`config.mk`:
```
export PLATFORM = sky130hd
export DESIGN_NAME = range_tracker_flat
export DESIGN_NICKNAME = d
export VERILOG_FILES = /design/src/rtl/range_tracker_if.sv /design/src/rtl/range_tracker.sv /design/src/flat_wrapper.sv
export SDC_FILE = /design/constraint.sdc
export NUM_CORES = 1
export LEC_CHECK = 0
export CORE_MARGIN = 2
export CORE_UTILIZATION = 45
export CTS_CLUSTER_DIAMETER = 120
export DETAILED_ROUTE_END_ITERATION = 12
export HOLD_SLACK_MARGIN = 0.15
export PLACE_DENSITY = 0.7
export SETUP_SLACK_MARGIN = 0.15
export SYNTH_ARGS = -nofsm -noshare
export SYNTH_HDL_FRONTEND = slang
export SYNTH_SLANG_ARGS = --single-unit
export TNS_END_PERCENT = 5
```
`constraint.sdc`:
```
create_clock -name clock -period 5.15 [get_ports clock]
set_clock_uncertainty 0.1 [all_clocks]
set_input_delay 1.545 -clock clock [delete_from_list [all_inputs] [get_ports clock]]
set_output_delay 1.545 -clock clock [all_outputs]
set_load 0.005 [all_outputs]
```
`src/rtl/range_tracker_if.sv`:
```
// Sample/burst-control and result bundle for range_tracker.
// The master drives the burst controls and samples; the slave (the tracker) drives the results.
interface range_tracker_if #(
  parameter int WIDTH   = 16,
  parameter int COUNT_W = 8
);
  logic               go;
  logic               finish;
  logic               data_valid;
  logic [WIDTH-1:0]   data_in;
  logic [WIDTH-1:0]   min_out;
  logic [WIDTH-1:0]   max_out;
  logic [WIDTH-1:0]   range;
  logic [COUNT_W-1:0] sample_count;
  logic               done;
  logic               busy;
  logic               debug_error;

  modport master (
    output go, finish, data_valid, data_in,
    input  min_out, max_out, range, sample_count, done, busy, debug_error
  );

  modport slave (
    input  go, finish, data_valid, data_in,
    output min_out, max_out, range, sample_count, done, busy, debug_error
  );
endinterface

```
`src/rtl/range_tracker.sv`:
```
// Min/max/range tracker over a go/finish-bounded burst of qualified samples.
// Define RANGE_TRACKER_SIGNED_EN to treat samples as two's complement.
//
// state | meaning
// IDLE  | waiting for go; results from the last burst held
// RUN   | folding qualified samples into cur_min/cur_max/cnt
module range_tracker #(
  parameter int WIDTH   = 16,
  parameter int COUNT_W = 8
) (
  input logic         clock,
  input logic         reset,
  range_tracker_if.slave bus
);

  typedef enum logic {IDLE = 1'b0, RUN = 1'b1} state_t;

  localparam logic [COUNT_W-1:0] CNT_MAX = {COUNT_W{1'b1}};
  localparam logic [COUNT_W-1:0] CNT_ONE = COUNT_W'(1);

  state_t             state_q, state_d;
  logic [WIDTH-1:0]   cur_min_q, cur_min_d;
  logic [WIDTH-1:0]   cur_max_q, cur_max_d;
  logic [COUNT_W-1:0] cnt_q, cnt_d;
  logic [WIDTH-1:0]   min_out_q, min_out_d;
  logic [WIDTH-1:0]   max_out_q, max_out_d;
  logic [WIDTH-1:0]   range_q, range_d;
  logic [COUNT_W-1:0] count_q, count_d;
  logic               done_q, done_d;
  logic               err_q, err_d;

  logic [WIDTH-1:0]   fold_min, fold_max;
  logic [COUNT_W-1:0] fold_cnt;

  function automatic logic less_than(input logic [WIDTH-1:0] a, input logic [WIDTH-1:0] b);
`ifdef RANGE_TRACKER_SIGNED_EN
    return $signed(a) < $signed(b);
`else
    return a < b;
`endif
  endfunction

  // Accumulators with the current sample folded in; an empty accumulator takes the sample as-is.
  always_comb begin
    fold_min = cur_min_q;
    fold_max = cur_max_q;
    if (cnt_q == '0) begin
      fold_min = bus.data_in;
      fold_max = bus.data_in;
    end else begin
      if (less_than(bus.data_in, cur_min_q)) fold_min = bus.data_in;
      if (less_than(cur_max_q, bus.data_in)) fold_max = bus.data_in;
    end
    fold_cnt = (cnt_q == CNT_MAX) ? cnt_q : cnt_q + CNT_ONE;
  end

  always_comb begin
    state_d   = state_q;
    cur_min_d = cur_min_q;
    cur_max_d = cur_max_q;
    cnt_d     = cnt_q;
    min_out_d = min_out_q;
    max_out_d = max_out_q;
    range_d   = range_q;
    count_d   = count_q;
    done_d    = 1'b0;
    err_d     = err_q;

    case (state_q)
      IDLE: begin
        if (bus.finish) begin
          err_d = 1'b1;
        end else if (bus.go) begin
          state_d = RUN;
          err_d   = 1'b0;
          if (bus.data_valid) begin
            cur_min_d = bus.data_in;
            cur_max_d = bus.data_in;
            cnt_d     = CNT_ONE;
          end else begin
            cnt_d = '0;
          end
        end
      end

      RUN: begin
        if (bus.data_valid) begin
          cur_min_d = fold_min;
          cur_max_d = fold_max;
          cnt_d     = fold_cnt;
        end
        if (bus.go) err_d = 1'b1;
        if (bus.finish) begin
          state_d = IDLE;
          done_d  = 1'b1;
          if (cnt_d == '0) begin
            min_out_d = '0;
            max_out_d = '0;
            range_d   = '0;
            count_d   = '0;
            err_d     = 1'b1;
          end else begin
            min_out_d = cur_min_d;
            max_out_d = cur_max_d;
            range_d   = cur_max_d - cur_min_d;
            count_d   = cnt_d;
          end
        end
      end

      default: state_d = IDLE;
    endcase
  end

  always_ff @(posedge clock or negedge reset) begin
    if (!reset) begin
      state_q   <= IDLE;
      cur_min_q <= '0;
      cur_max_q <= '0;
      cnt_q     <= '0;
      min_out_q <= '0;
      max_out_q <= '0;
      range_q   <= '0;
      count_q   <= '0;
      done_q    <= 1'b0;
      err_q     <= 1'b0;
    end else begin
      state_q   <= state_d;
      cur_min_q <= cur_min_d;
      cur_max_q <= cur_max_d;
      cnt_q     <= cnt_d;
      min_out_q <= min_out_d;
      max_out_q <= max_out_d;
      range_q   <= range_d;
      count_q   <= count_d;
      done_q    <= done_d;
      err_q     <= err_d;
    end
  end

  assign bus.min_out      = min_out_q;
  assign bus.max_out      = max_out_q;
  assign bus.range        = range_q;
  assign bus.sample_count = count_q;
  assign bus.done         = done_q;
  assign bus.busy         = (state_q == RUN);
  assign bus.debug_error  = err_q;

endmodule
```
`src/flat_wrapper.sv`:
```
// flat-port wrapper written by rule: the top's interface ports become plain ports
module range_tracker_flat 
#(
  parameter int WIDTH   = 16,
  parameter int COUNT_W = 8
)
  (clock, reset, bus_go, bus_finish, bus_data_valid, bus_data_in, bus_min_out, bus_max_out, bus_range, bus_sample_count, bus_done, bus_busy, bus_debug_error);
  range_tracker_if #(.WIDTH(WIDTH), .COUNT_W(COUNT_W)) bus_i ();
  input logic clock;
  input logic reset;
  input wire logic [$bits(bus_i.go)-1:0] bus_go;
  input wire logic [$bits(bus_i.finish)-1:0] bus_finish;
  input wire logic [$bits(bus_i.data_valid)-1:0] bus_data_valid;
  input wire logic [$bits(bus_i.data_in)-1:0] bus_data_in;
  output wire logic [$bits(bus_i.min_out)-1:0] bus_min_out;
  output wire logic [$bits(bus_i.max_out)-1:0] bus_max_out;
  output wire logic [$bits(bus_i.range)-1:0] bus_range;
  output wire logic [$bits(bus_i.sample_count)-1:0] bus_sample_count;
  output wire logic [$bits(bus_i.done)-1:0] bus_done;
  output wire logic [$bits(bus_i.busy)-1:0] bus_busy;
  output wire logic [$bits(bus_i.debug_error)-1:0] bus_debug_error;
  assign bus_i.go = bus_go;
  assign bus_i.finish = bus_finish;
  assign bus_i.data_valid = bus_data_valid;
  assign bus_i.data_in = bus_data_in;
  assign bus_min_out = bus_i.min_out;
  assign bus_max_out = bus_i.max_out;
  assign bus_range = bus_i.range;
  assign bus_sample_count = bus_i.sample_count;
  assign bus_done = bus_i.done;
  assign bus_busy = bus_i.busy;
  assign bus_debug_error = bus_i.debug_error;
  range_tracker #(.WIDTH(WIDTH), .COUNT_W(COUNT_W)) u_core (.clock(clock), .reset(reset), .bus(bus_i));
endmodule
```
### Word level (Yosys, flattened, before mapping)

Cells that the tools add are included.

| word-level totals | value |
|---|---|
| register bits after elaboration | 99 |
| input port bits | 21 |
| output and inout bits | 59 |

| cells by class | value |
|---|---|
| add/subtract/negate cells | 2 |
| magnitude comparators | 2 |
| eq/ne operators | 5 |
| muxes and demuxes | 36 |
| bitwise gates (word level) | 1 |
| reduce and logical (&&, ||, !) cells | 5 |

Operator list:

| cell | number |
|---|---|
| 16-bit two-way mux | 14 |
| 16-bit case mux with 2 select lines | 2 |
| 8-bit two-way mux | 6 |
| 16-bit < comparator | 2 |
| 8-bit zero test | 2 |
| 8-bit case mux with 2 select lines | 1 |
| 16-bit subtractor | 1 |
| 1-bit two-way mux | 11 |
| 8-bit by 1-bit adder with 8-bit output, second input constant | 1 |
| 8-bit == test, second input constant | 1 |
| 2-bit != test, second input constant | 3 |
| 1-bit case mux with 2 select lines | 2 |
| 2-bit AND reduction | 2 |
| 3-bit != test, second input constant | 1 |
| 3-bit AND reduction | 1 |
| 1-bit NOT | 1 |

### Logic depth before layout (Yosys ltp)

Gate-level depths: netlist (run 1).

| depth | value |
|---|---|
| depth in word-level cells | 8 |
| mapped depth | 21 |
| gate-level depth less buffers | 19 |

### Worst setup path before layout (run 1)

No wires, ideal clock.

| timing | value |
|---|---|
| path kind | in2reg |
| start | in bus_data_in[7] |
| end | reg u_core.range_q[15] (netlist: u_core.bus.range[15]) |
| arrival time | 5.986 ns |
| required time | 4.928 ns |
| slack | -1.057 ns |
| cell stages on the path | 21 |
| path buffers | 3 |
| path through | clkbuf_1 -> inv_1 -> ha_1 -> nand2_1 -> or4_4 -> o32a_4 -> a21oi_4 -> buf_6 -> buf_6 -> mux2i_1 -> ha_1 -> inv_1 -> a2111oi_1 -> a221oi_2 -> a41oi_2 -> a211oi_2 -> o2111ai_1 -> nand3_1 -> a311oi_2 -> o21ai_0 -> a32o_1 |

| between the ends | value |
|---|---|
| word-level cells in the longest chain between the ends | 7 |
| elaborated cells between the ends (all ways) | 12 |
| classes of those cells | 1 x add/sub; 2 x order compare; 9 x mux |

Ends and longest elaborated chain:

| what | RTL line | source |
|---|---|---|
| from (decl) | flat_wrapper.sv:14 | `input wire logic [$bits(bus_i.data_in)-1:0] bus_data_in;` |
| 16-bit < comparator | range_tracker.sv:39 | `return a < b;` |
| 16-bit two-way mux (on tied branches) | range_tracker.sv:52, range_tracker.sv:51 |  |
| 16-bit two-way mux | range_tracker.sv:47 | `if (cnt_q == '0) begin` |
| 16-bit two-way mux | range_tracker.sv:87 | `if (bus.data_valid) begin` |
| 16-bit two-way mux | range_tracker.sv:69 | `case (state_q)` |
| 16-bit subtractor * | range_tracker.sv:105 | `range_d = cur_max_d - cur_min_d;` |
| 16-bit two-way mux * | range_tracker.sv:96 | `if (cnt_d == '0) begin` |
| to (signal assigned) | range_tracker.sv:134 | `range_q <= range_d;` |
| to (decl) | range_tracker.sv:27 | `logic [WIDTH-1:0] range_q, range_d;` |

Mark *: on every way between the ends. The rest lies on a longest branch, timed or not. The select of a mux whose other input is x is not followed.
A chain may end at the register's enable or synchronous reset.

### Worst setup path after layout (run 1)

| timing | value |
|---|---|
| start | in bus_data_in[9] |
| end | reg u_core.range_q[15] (netlist: u_core.bus.range[15]) |

The elaborated chain is that of the path after synthesis.

==> results.md, run 1 <==
- Min-Delay Endpoint: u_core.bus.min_out[11]
- Die Area: 0.0160 mm^2
- Maximum clock path buffer count: 2
- Fraction of registers with async set/reset: 100%
- Worst path arrival time: 5.40 ns
- Area growth, synth to finish: 45.9%
- Cells after synthesis: approximately 770
- HPWL after DPL: 17,200 um
- Global route overflow: 0
- Clk_lat worst skew: 0.36 ns
- Starting Density: a little under half
- Sequential element share of the synthesized area: 36.7%
- Synth Warn #: 0
- IR drop worst, VDD: 0.254 mV
- WP data required: 5.29 ns
- RSZ-0062 raised after global routing: yes
- First-pass GRT wire length: 37,400 um
- HP Start: u_core.bus.min_out[11]
- Wire length per cell: 19.9 um
- Min cycle time layout: around 5.3 ns
- PwrDens: 469 mW/mm^2
- Leading cell types in the layout, fill and taps excluded: buf_4 (192), nand2_1 (101), dfrtp_1 (99)
- Finished Cell Area: 0.00983 mm^2
- Outcome: finished, violations left
- Post-Synth Adder-Cell Area: 7.35%
- Chip width: roughly 130 um
- GRT Util Overall: between 20% and 30%
- Most common cell after layout, fill and taps aside: buf_4
- Post-layout net count: 1,071
- Register bit total from synthesis: slightly below 100
- Post-DRT Antenna Nets: 0
- Synth Area in Compound Gates: between 20 and 30%
- DIE HEIGHT: roughly 130 um
- Gpl congestion: 0.919
- Core area: 0.0146 mm^2
- Final setup margin: -0.103 ns
- Worst-path clk slew: around 0.07 ns
- CTS root buffer: clkbuf_16
- # rows: 44
- # diodes: 0
- Crit. Startpoint: bus_data_in[9]
- Hold WS: 0.379 ns
- Violated checks: negative setup slack
- LEAKAGE: about 4.3 nW
- Max_cap viols: 0
- Drt first pass iters: 5
- Fin util: 67.4%
- Synth cell types: 74
- Slowest cell on crit path: a211oi_2
- Initial DRC count: around 740
- Fmax: 190 MHz
- Reg2Reg Depth: 17
- Final Slew Violations: 0
- Fin. Hold Viols: 0
- Post-DP Area: between 0.008 and 0.009 mm^2
- DR vias/cell: around 6
- WP depth: 20
- CP Launch Type: input pin
- Multiplexer area fraction after synthesis: 4.38%
- Via count: 7,092
- Crit path kind: in -> reg
- Flop-to-flop setup slack: between 0.5 and 0.6 ns
- Synth Net Count: between 800 and 900
- Hold Crit Depth: 2
- Drc violations: 0
- Post-synthesis xor/xnor area fraction: between 3 and 4%
- Main combinational cell family by area after synthesis: compound AO/OA/AOI/OAI gates
- Critical path, cell by cell: buf_8 -> buf_4 -> ha_1 -> and4_4 -> and2_1 -> a22oi_2 -> a21oi_4 -> mux2i_2 -> inv_2 -> ha_4 -> inv_4 -> nor2_4 -> a221oi_4 -> a41oi_2 -> a211oi_2 -> o2111ai_2 -> nand3_2 -> a311oi_2 -> or3_1 -> a32o_1
- CTS buffer count: 9
- Worst flop-to-flop path endpoint: u_core.bus.range[15]
- Vias in the first global route: 6,957
- Primary FF master, synth: dfrtp_1
- Post-synth EDFFs: 0
- Ratio of cells with drive above 1 in the final layout: 32.5%
- Buffer and inverter count on the worst path: 4
- RR Startpoint: u_core.cur_max_q[8]
- Simple-gate portion of the synthesized area: 14.0%
- Fin crit share: 102%
- Critical Path End Type: flip-flop
- Number of top-level pins: 80
- CTS Sinks: about 100
- # H-tree levels: 3
- Routed WL: between 20,000 and 25,000 um
- Worst-path fanout max: 7
- Mean Syn Cell Area: 8.77 um^2
- Worst path top cell family by delay: compound AO/OA/AOI/OAI gates
- Count of final setup violators: 2
- Initial antenna violation count: 0
- CTS tree: yes
- Worst-margin pin slew: 1.02 ns
- Slew margin rel.: 32.0%
- Cell Area, Synth: 0.00674 mm^2
- Slowest cell delay on critical path: 0.34 ns
- Buffers on Ports: 79
- Largest net degree at the start of global routing: 80
- Worst Hold Class: reg -> reg
-- layout make-up --
cell class,instances,area (um^2)
Multi-Input combinational cell,577,4350
Clock inverter,2,37.5
Sequential cell,99,2480
Inverter,50,208
Timing Repair Buffer,275,2290
Fill cell,1107,4750
Clock buffer,13,240
Tap cell,184,230
-- cell usage after synthesis, types with 3 or more instances --
cell      number  area [um^2]
nand2b_1       7         43.8
o21a_1         7         52.6
dfrtp_1       99         2480
buf_1          3         11.3
mux2i_1       10          100
o22ai_1        4         25.0
ha_1          38          475
a311oi_2       3         45.0
o21ai_0       73          365
nand4_1        5         31.3
a21oi_2        3         26.3
buf_6          4         45.0
xor2_1        15          131
and2_1         6         37.5
inv_1         50          188
a21oi_1       55          275
buf_2          6         30.0
clkbuf_1      30          113
nand3_1       15         75.1
o31ai_1       32          240
a221o_1        4         40.0
o211ai_1       8         60.1
a21o_1         4         30.0
a22oi_1        4         30.0
nand2_1      104          390
mux2_2        16          180
xnor2_1       10         87.6
a221oi_1       6         52.6
o21ai_1        7         35.0
a22o_1         4         35.0
a31oi_1        3         18.8
nor3_1         8         40.0
nor2b_1        4         25.0
nor2_1        39          146
a211oi_1      10         75.1
o221ai_1      16          140
and4_1         5         43.8
-- power by group --
group / switching (mW) / internal (mW) / total [mW]
combinational: 1.32 / 1.41 / 2.73
clock: 0.302 / 0.375 / 0.678
sequential: 0.217 / 0.986 / 1.20
total: 1.84 / 2.77 / 4.61
-- through the flow --
| stage | worst slack, ns | std cells | total power [mW] | TNS, ns |
|---|---|---|---|---|
| floorplan | -0.499 | 769 | 2.39 | -2.62 |
| global placement | -0.953 | 1151 | 3.53 | -8.89 |
| detailed placement | -1.00 | 1151 | 3.59 | -10.13 |
| CTS | -0.0182 | 1192 | 4.43 | -0.0182 |
| global route | -0.257 | 1200 | 4.88 | -1.16 |
| finish | -0.103 | 1200 | 4.61 | -0.156 |
-- routing by layer --
metal	part of all wire [%]	wire, um	track usage [%]
met2	46	11000	45.8
met4	3.8	907	12.9
met5	0	0	0
met1	44	10600	40.9
met3	5.8	1380	4.05
-- state kept, by name (all words and copies together), names as in the netlist --
name and count:
u_core.bus.range 16, u_core.bus.min_out 16, u_core.cur_max_q 16, u_core.bus.busy 1, u_core.bus.debug_error 1, u_core.bus.done 1, u_core.bus.max_out 16, u_core.cur_min_q 16
u_core.bus.sample_count 8, u_core.cnt_q 8
-- cells by family after synthesis --
family | count (synthesis)
AND/OR/NAND/NOR | 207
XOR/XNOR | 25
multiplexers | 27
adder cells (fa/ha/maj) | 40
AO/OA/AOI/OAI | 278
flip-flops | 99
buffers and inverters | 93
-- how the worst max path moves through the flow --
stage	endpoint	slack, ns
6_report	u_core.bus.range[15]	-0.10
5_1_grt	u_core.bus.range[14]	-0.26
4_1_cts	u_core.bus.range[15]	-0.02
3_5_place_dp	u_core.bus.range[15]	-1.00
3_3_place_gp	u_core.bus.range[15]	-0.95
2_1_floorplan	u_core.bus.range[15]	-0.50
-- worst reg2reg max path: cells and delay by family, from the launching register on --
kind                     cells  cell delay [ns]
AND/OR/NAND/NOR              5             1.15
flip-flops                   1             0.53
buffers and inverters        1             0.08
AO/OA/AOI/OAI                8             1.94
multiplexers                 1             0.11
adder cells (fa/ha/maj)      2             0.53
-- what timing repair did --
item | CTS | global route
buffers inserted | 26 | 8
pin swaps | 31 | 24
gates cloned | 0 | 0
resized for setup | 114 | 39
hold buffers | 0 | 0
setup endpoints to repair | 13 | 11
(Power assumes the default switching activity.)
==> run 2: changes to the inputs <==
--- a/config.mk
+++ b/config.mk
@@ -12,6 +12,7 @@
 export HOLD_SLACK_MARGIN = 0.15
 export PLACE_DENSITY = 0.7
 export SETUP_SLACK_MARGIN = 0.15
+export SLEW_MARGIN = 15
 export SYNTH_ARGS = -nofsm -noshare
 export SYNTH_HDL_FRONTEND = slang
 export SYNTH_SLANG_ARGS = --single-unit
==> results of run 2 <==
Final layout, timing and power as in run 1 (identical DEF).
